File: src/rtl/edit_mode_controller.sv
// Edit-mode controller for a clock setting UI: two debounced keys drive a
// NORMAL/HOUR/MIN/SEC field selector with increment and mode-change pulses.
// Optional macro EDIT_TIMEOUT_EN adds an idle auto-exit from edit mode.
module edit_mode_controller #(
    parameter int DEBOUNCE_CYC = 500_000,
    parameter int LONG_CYC     = 50_000_000,
    parameter int TIMEOUT_CYC  = 500_000_000
) (
    input  logic       clk,
    input  logic       reset,
    input  logic       key_edit,
    input  logic       key_up,
    output logic [1:0] field_sel,
    output logic       edit_mode,
    output logic       inc_pulse,
    output logic       mode_pulse
);

    // The post-reset arming window must outlast the two synchronizer cycles
    // that still carry reset values, hence the lower bound on DEBOUNCE_CYC.
    if (DEBOUNCE_CYC < 3 || LONG_CYC < 2 || TIMEOUT_CYC < 2) begin : g_bad_params
        $error("edit_mode_controller: parameter out of range");
    end

    localparam int DW = $clog2(DEBOUNCE_CYC);
    localparam int LW = $clog2(LONG_CYC + 1);
    localparam logic [DW-1:0] DB_LAST   = DW'(DEBOUNCE_CYC - 1);
    localparam logic [LW-1:0] LONG_LAST = LW'(LONG_CYC - 1);
    localparam logic [LW-1:0] LONG_MAX  = LW'(LONG_CYC);

    typedef enum logic [1:0] {
        S_NORMAL = 2'b00,
        S_HOUR   = 2'b01,
        S_MIN    = 2'b10,
        S_SEC    = 2'b11
    } state_t;

    // Index 0 is key_edit, index 1 is key_up.
    logic [1:0]    key_raw;
    logic [1:0]    sync1;
    logic [1:0]    sync2;
    logic [1:0]    deb;
    logic [1:0]    deb_q;
    logic [1:0]    armed;
    logic [DW-1:0] dcnt [2];
    logic [DW-1:0] qcnt [2];

    logic [LW-1:0] hold_cnt;
    logic          edit_rel;
    logic          up_press;
    logic          long_evt;
    logic          short_evt;
    logic          timeout_hit;

    state_t        state;

    assign key_raw = {key_up, key_edit};

    // Synchronize, debounce and arm both keys. A key only becomes armed after
    // its debounced level has been high (released) for a full debounce window,
    // so a key held through reset generates nothing until released and re-pressed.
    always_ff @(posedge clk) begin
        if (!reset) begin
            sync1 <= 2'b11;
            sync2 <= 2'b11;
            deb   <= 2'b11;
            deb_q <= 2'b11;
            armed <= 2'b00;
            for (int i = 0; i < 2; i++) begin
                dcnt[i] <= '0;
                qcnt[i] <= '0;
            end
        end else begin
            sync1 <= key_raw;
            sync2 <= sync1;
            deb_q <= deb;
            for (int i = 0; i < 2; i++) begin
                if (sync2[i] == deb[i]) begin
                    dcnt[i] <= '0;
                end else if (dcnt[i] == DB_LAST) begin
                    deb[i]  <= sync2[i];
                    dcnt[i] <= '0;
                end else begin
                    dcnt[i] <= dcnt[i] + 1'b1;
                end

                if (!armed[i]) begin
                    if (!sync2[i] || !deb[i]) begin
                        qcnt[i] <= '0;
                    end else if (qcnt[i] == DB_LAST) begin
                        armed[i] <= 1'b1;
                        qcnt[i]  <= '0;
                    end else begin
                        qcnt[i] <= qcnt[i] + 1'b1;
                    end
                end
            end
        end
    end

    assign edit_rel = armed[0] & ~deb_q[0] & deb[0];
    assign up_press = armed[1] & deb_q[1] & ~deb[1];

    // Hold duration of key_edit; saturates so the long event cannot repeat.
    always_ff @(posedge clk) begin
        if (!reset) begin
            hold_cnt <= '0;
        end else if (deb[0] || !armed[0]) begin
            hold_cnt <= '0;
        end else if (hold_cnt != LONG_MAX) begin
            hold_cnt <= hold_cnt + 1'b1;
        end
    end

    // hold_cnt is still at its held value in the release-edge cycle, so a
    // saturated counter there means the long event already fired.
    assign long_evt  = armed[0] & ~deb[0] & (hold_cnt == LONG_LAST);
    assign short_evt = edit_rel & (hold_cnt != LONG_MAX);

`ifdef EDIT_TIMEOUT_EN
    localparam int TW = $clog2(TIMEOUT_CYC);
    localparam logic [TW-1:0] TO_LAST = TW'(TIMEOUT_CYC - 1);

    logic          edit_press;
    logic [TW-1:0] idle_cnt;

    assign edit_press = armed[0] & deb_q[0] & ~deb[0];

    // Idle time spent in an edit state; any press edge restarts it.
    always_ff @(posedge clk) begin
        if (!reset) begin
            idle_cnt <= '0;
        end else if (state == S_NORMAL || edit_press || up_press) begin
            idle_cnt <= '0;
        end else if (!timeout_hit) begin
            idle_cnt <= idle_cnt + 1'b1;
        end
    end

    assign timeout_hit = (state != S_NORMAL) && (idle_cnt == TO_LAST)
                         && !edit_press && !up_press;
`else
    assign timeout_hit = 1'b0;
`endif

    // Mode FSM. Priority: long event, timeout, short event, then key_up, so
    // an edit-key event or an exit always swallows a coincident increment.
    always_ff @(posedge clk) begin
        if (!reset) begin
            state      <= S_NORMAL;
            edit_mode  <= 1'b0;
            inc_pulse  <= 1'b0;
            mode_pulse <= 1'b0;
        end else begin
            inc_pulse  <= 1'b0;
            mode_pulse <= 1'b0;
            if (long_evt) begin
                mode_pulse <= 1'b1;
                if (state == S_NORMAL) begin
                    state     <= S_HOUR;
                    edit_mode <= 1'b1;
                end else begin
                    state     <= S_NORMAL;
                    edit_mode <= 1'b0;
                end
            end else if (timeout_hit) begin
                mode_pulse <= 1'b1;
                state      <= S_NORMAL;
                edit_mode  <= 1'b0;
            end else if (state != S_NORMAL) begin
                if (short_evt) begin
                    case (state)
                        S_HOUR:  state <= S_MIN;
                        S_MIN:   state <= S_SEC;
                        default: state <= S_HOUR;
                    endcase
                end else if (up_press) begin
                    inc_pulse <= 1'b1;
                end
            end
        end
    end

    assign field_sel = state;

endmodule

File: config.mk
export PLATFORM = sky130hd
export DESIGN_NAME = edit_mode_controller
export DESIGN_NICKNAME = d
export VERILOG_FILES = /design/src/rtl/edit_mode_controller.sv
export SDC_FILE = /design/constraint.sdc
export NUM_CORES = 1
export LEC_CHECK = 0
export ABC_CLOCK_PERIOD_IN_PS = 2200
export CAP_MARGIN = 5
export CORE_ASPECT_RATIO = 1.75
export CORE_UTILIZATION = 40
export CTS_BUF_LIST = sky130_fd_sc_hd__clkbuf_4 sky130_fd_sc_hd__clkbuf_8 sky130_fd_sc_hd__clkbuf_16
export DETAILED_ROUTE_END_ITERATION = 8
export DONT_BUFFER_PORTS = 1
export MAX_ROUTING_LAYER = met4
export PLACE_DENSITY = 0.55
export SLEW_MARGIN = 10
export SYNTH_ARGS = -nofsm -noshare
export SYNTH_HDL_FRONTEND = slang
export SYNTH_SLANG_ARGS = --single-unit
File: constraint.sdc
create_clock -name clk -period 2.2 [get_ports clk]
set_input_delay 0.44 -clock clk [delete_from_list [all_inputs] [get_ports clk]]
set_output_delay 0.44 -clock clk [all_outputs]
set_load 0.01 [all_outputs]
; ---- Word level (Yosys, flattened, before mapping)
; Memory sizes are Yosys's and may differ from the RTL's.
; Cells that the tools add are included.
; Widths: inputs -> output; s select.
[totals]
register_bits = 41
ram_bits = 76
output_inout_bits = 5
n_memories = 2
[classes]
addsub = 5
n_eq_ne = 10
n_mux = 73
bitwise = 26
n_reduce_logical = 17
[mem_list]
columns = memory, words, word_bits, read_ports, rd_ports_with_merged_regs, write_ports, line_no
row1 = dcnt, 2, 19, 2, 0, 2, 45  ; logic [DW-1:0] dcnt [2];
row2 = qcnt, 2, 19, 2, 0, 2, 46  ; logic [DW-1:0] qcnt [2];
[ops]
columns = op, count
row1 = $mux 19, 12
row2 = $add 19x1->19 const B, 4
row3 = $eq 19x19->1 const B, 4
row4 = $mux 1, 57
row5 = $add 26x1->26 const B, 1
row6 = $eq 26x26->1 const B, 1
row7 = $ne 26x26->1 const B, 1
row8 = $or 1x1->1, 12
row9 = $and 1x1->1, 7
row10 = $not 1->1, 7
row11 = $mux 2, 3
row12 = $reduce_and 2->1, 3
row13 = $reduce_bool 2->1, 3
row14 = $logic_not 1->1, 5
row15 = $pmux 2 s2, 1
row16 = $reduce_or 4->1, 1
row17 = $logic_or 1x1->1, 3
row18 = $eq 1x1->1, 2
row19 = $eq 2x1->1 const B, 1
row20 = $eq 2x2->1 const B, 1
row21 = $logic_not 2->1, 1
row22 = $reduce_or 2->1, 1

; ---- Longest topological paths before layout
[logic_depth]
word_depth = 9
mapped_depth = 8
ltp_nobuf = 7

; ---- Worst setup path before layout
; No wires, ideal clock.
[synth_timing]
kind = input to register
from = in reset
to = reg hold_cnt[13]
t_arrival_ns = 2.014
required_ns = 2.129
setup_slack_ns = 0.115
stages = 6
n_path_buf = 3
cell_sequence = clkbuf_1 -> nand2_1 -> or2_2 -> clkbuf_1 -> clkbuf_1 -> a21oi_1
[synth_between]
elab_chain_cells = 2
[synth_lines]
columns = item, line_no
row1 = "start, declared", 10  ; input logic reset,
row2 = $not 1->1 (no source line), --
row3 = $reduce_or 2->1 (no source line), --
row4 = "end signal, assigned", 111  ; hold_cnt <= hold_cnt + 1'b1;
row5 = "end, declared", 48  ; logic [LW-1:0] hold_cnt;
; No other way between the ends.
; A chain may end at the register's enable or synchronous reset.

==> flow_results.org <==
** Finish
- Leaving out fill and tap cells, the most frequent cell in the layout is sky130_fd_sc_hd__nor2_1.
- Cells with a size suffix above 1 make up between 10% and 20% of the layout.
- Summing all flip-flop and latch instances after layout gives 3100 um2.
- Excluding fillers, the count of instances in the completed layout stands at 853.
- NumNets Final :: approximately 670
- In the layout the commonest cells are 124 x sky130_fd_sc_hd__nor2_1, 76 x sky130_fd_sc_hd__edfxtp_1, 47 x sky130_fd_sc_hd__nand2_1.
- The repair_antennas step left the layout with diodes totalling 0.
- In the final layout, the multi-input gates occupy 2860 um2.
- Post-layout utilization of the core :: around half
- Counting the fill cells in the layout gives approximately 1300.
- Growth of design area from synthesis to finish :: 18.4%

** Global route
- The via count of the first global-routing pass was about 4300.
- Number of antenna violations at the first check in global routing :: 0
- The first global-routing pass estimated between 20000 and 25000 um of wire.
- Total global routing overflow :: 0
- Overall fraction of global-route tracks in use :: 17.4%
- Largest net degree at the start of global routing :: 25

** Floorplan
- In this run the horizontal extent of the chip is about 94 um.
- Chip height :: ~160 um
- Core Rows :: 58
- The die covers ~15000 um2.
- The floorplan step defined a core boundary enclosing 14400 um2.
- I/O pin count :: 9
- The initial utilization of the core area, before any placement, comes to about 41%.

** STA
- Setup violations remaining at the end of the flow were counted as 0.
- Setup repair after global routing missed its margin :: false
- The clock arrives with ~15 ps of skew.
- The final-report hold violation count came to 0.
- Headroom to the max-slew limit came out at around three fifths.
- Setup slack of the critical path after layout :: between 100 and 150 ps
- Final critical delay including setup and external delays :: 2070 ps
- The number of pins exceeding their max-slew limit in the final report was 0.
- Max Clock Freq :: 482 MHz
- Fin Setup TNS :: 0 ps
- At the pin with the least slew margin, the transition time is 607 ps.
- Ratio of final minimum period to clock period :: between 90% and 100%

** Placed design
- Port-buffer cells :: 0
- Summed over all nets, the half-perimeter wirelength after detailed placement is approximately 8000 um.
- The congestion estimate from routability-driven global placement came to approximately 0.79.
- After detailed placement, the design holds a cell count of between 800 and 900.
- Post-placement setup slack :: -1.91 ps

** Worst setup path
- Counting both buffers and inverters, the worst setup path holds a total of 0.
- Walking the worst path, the cells encountered are nor4b_2 > nand3b_1 > or4_1 > nand3_4 > nor2_1.
- Number of stages on the worst setup path :: 5
- The worst register-to-register path has a depth of 5.
- Cell with the biggest individual delay on the critical path :: sky130_fd_sc_hd__or4_1
- Along the worst path, the maximum fanout reaches 10.
- For the worst setup path, the data arrival time is between 2000 and 2500 ps.
- The critical path is of the reg -> reg type.
- Critical Path Start Type :: flop
- Cell type group with the largest total delay on the critical path :: simple AND/OR/NAND/NOR gates
- CP peak stage delay :: 630 ps
- STA classifies the critical path endpoint as a flop.
- At the worst endpoint, the required time is roughly 2400 ps.

** Synth
- In the synthesized netlist, the number of instances is 595.
- The synthesized design contains roughly 120 register bits.
- In the synthesized netlist the dominant register cell turns out to be sky130_fd_sc_hd__edfxtp_1.
- Number of flops mapped to enable cells by yosys :: 76
- Number of distinct library cells after synthesis :: 48
- Post-Syn Area per Cell :: about 10 um2
- In the synthesized netlist the async set-or-reset flop fraction comes to 0%.
- The cell area that synthesis handed to floorplanning was 5930 um2.
- Yosys printed 0 warnings.
- Sequential element share of the synthesized area :: 52.4%

** Clocking
- The later pin in the worst-skew pair is clocked with a latency of 420 ps.
- Post-CTS timing repair inserted 0 buffers for setup.
- CTS built an H-tree with a depth of 4.
- The clock drives about 120 sinks.
- The longest clock path from root to sink contains 2 buffers.
- Hold buffer count at CTS :: 0
- Clock tree from TritonCTS :: yes
- In this run, CTS created clock tree buffers numbering 17.
- Clock-pin slew was measured on the worst setup and hold paths at about 50 ps.
- Buffer cell driving the clock tree root :: sky130_fd_sc_hd__clkbuf_16

** Pwr
- Total power consumption of the routed design :: approximately 5300 uW
- Max IR drop VDD :: approximately 460 uV
- Power per cell area :: about 750 nW/um2
- The analysis attributes to cell leakage a power of around 0.0024 uW.

** Job
- Across the run, the number of max-cap violations was 0.

** Routing
- Wirelength per Cell :: roughly 14 um
- DR vias/cell :: a little over 5
- Number of design-rule violations left by the first detailed-router iteration :: about 160
- Summing over every cut layer, the via total after detailed routing is 4306.
- Routed WL :: 11600 um
- Antenna Nets Post-Route :: 0
- In the routed design, unresolved DRC markers number 0.
- Number of iterations in the first detailed-routing pass :: 4

** Min path
- Along the worst hold path, the cell count comes to 1.
- Class of the worst hold path :: in -> reg

** Outcome
- The run finished with clean final reports.
worst paths after layout:
| path | startpoint | end | slack (ps) |
|---|---|---|---|
| min reg2reg | sync1[1] | sync2[1] | 420 |
| max reg2reg | dcnt[1][11] | dcnt[1][15] | 130 |
| min | reset | deb[0] | 100 |
| max | dcnt[1][11] | dcnt[1][15] | 130 |
worst register-to-register path: cells and delay by family (launching register included):
kind             cells  cell delay [ps]
flip-flops           1              450
AND/OR/NAND/NOR      5             1370
cells by family (layout without fill, tap and decap cells):
logic type / Yosys count / after routing / synth area share (%)
and+or+nand+nor: 331 / 332 / 28.1
adders and majority gates: 9 / 9 / 1.90
xor gates and xnor gates: 87 / 87 / 12.9
AOI/OAI and AO/OA: 16 / 16 / 1.79
muxes: 4 / 4 / 0.676
DFF: 117 / 117 / 52.4
buffers and inverters: 30 / 70 / 2.22
other: 1 / 38 / 0.0633
where the power goes:
part,internal [uW],switching (uW)
logic,45.5,65.1
clock network,1810,948
registers,2370,39.0
Yosys cell counts, types with 9 or more instances:
master | count | area, um2
sky130_fd_sc_hd__nor2_1 | 124 | 465
sky130_fd_sc_hd__edfxtp_1 | 76 | 2280
sky130_fd_sc_hd__nand2_1 | 47 | 176
sky130_fd_sc_hd__xnor2_1 | 44 | 385
sky130_fd_sc_hd__xor2_1 | 43 | 377
sky130_fd_sc_hd__dfxtp_1 | 41 | 821
sky130_fd_sc_hd__nand3_1 | 40 | 200
sky130_fd_sc_hd__nand4_1 | 23 | 144
sky130_fd_sc_hd__nor3_1 | 22 | 110
sky130_fd_sc_hd__inv_1 | 16 | 60.1
sky130_fd_sc_hd__and3_1 | 9 | 56.3
sky130_fd_sc_hd__ha_1 | 9 | 113
sky130_fd_sc_hd__nor4_1 | 9 | 56.3
registers in the layout, summed over array words and instances (netlist names), 2 cells and up:
register and cells:
dcnt 38, qcnt 38, hold_cnt 26, armed 2, deb 2, deb_q 2, field_sel 2, sync1 2
sync2 2
layer usage:
metal / share of wire (%) / global-route usage [%]
met5: 0 / -
met3: 1.8 / 3.58
met4: 3.2 / 9.51
met1: 42 / 18.8
met2: 54 / 29.4
final cells by class:
cell class	instances	share of cell area, %
flip-flops and latches	117	44.2
multi-input cells	486	40.8
clock buffers	25	7.68
well taps	180	3.21
repair buffers	22	2.35
clock inverters	7	0.891
inverters	16	0.856
through the flow:
step           hold slack (ps)  area, um2
2_1_floorplan              386       6060
4_1_cts                   79.6       6990
5_1_grt                   82.3       7020
3_5_place_dp               408       6380
6_report                  99.9       7020
3_3_place_gp               407       6380
what timing repair did:
item                       CTS  global route
gates resized for setup      1             3
setup endpoints to repair    3            20
gates cloned                 0             1
pin swaps                    0             1
No activity file was read; power rests on OpenSTA's default activity.
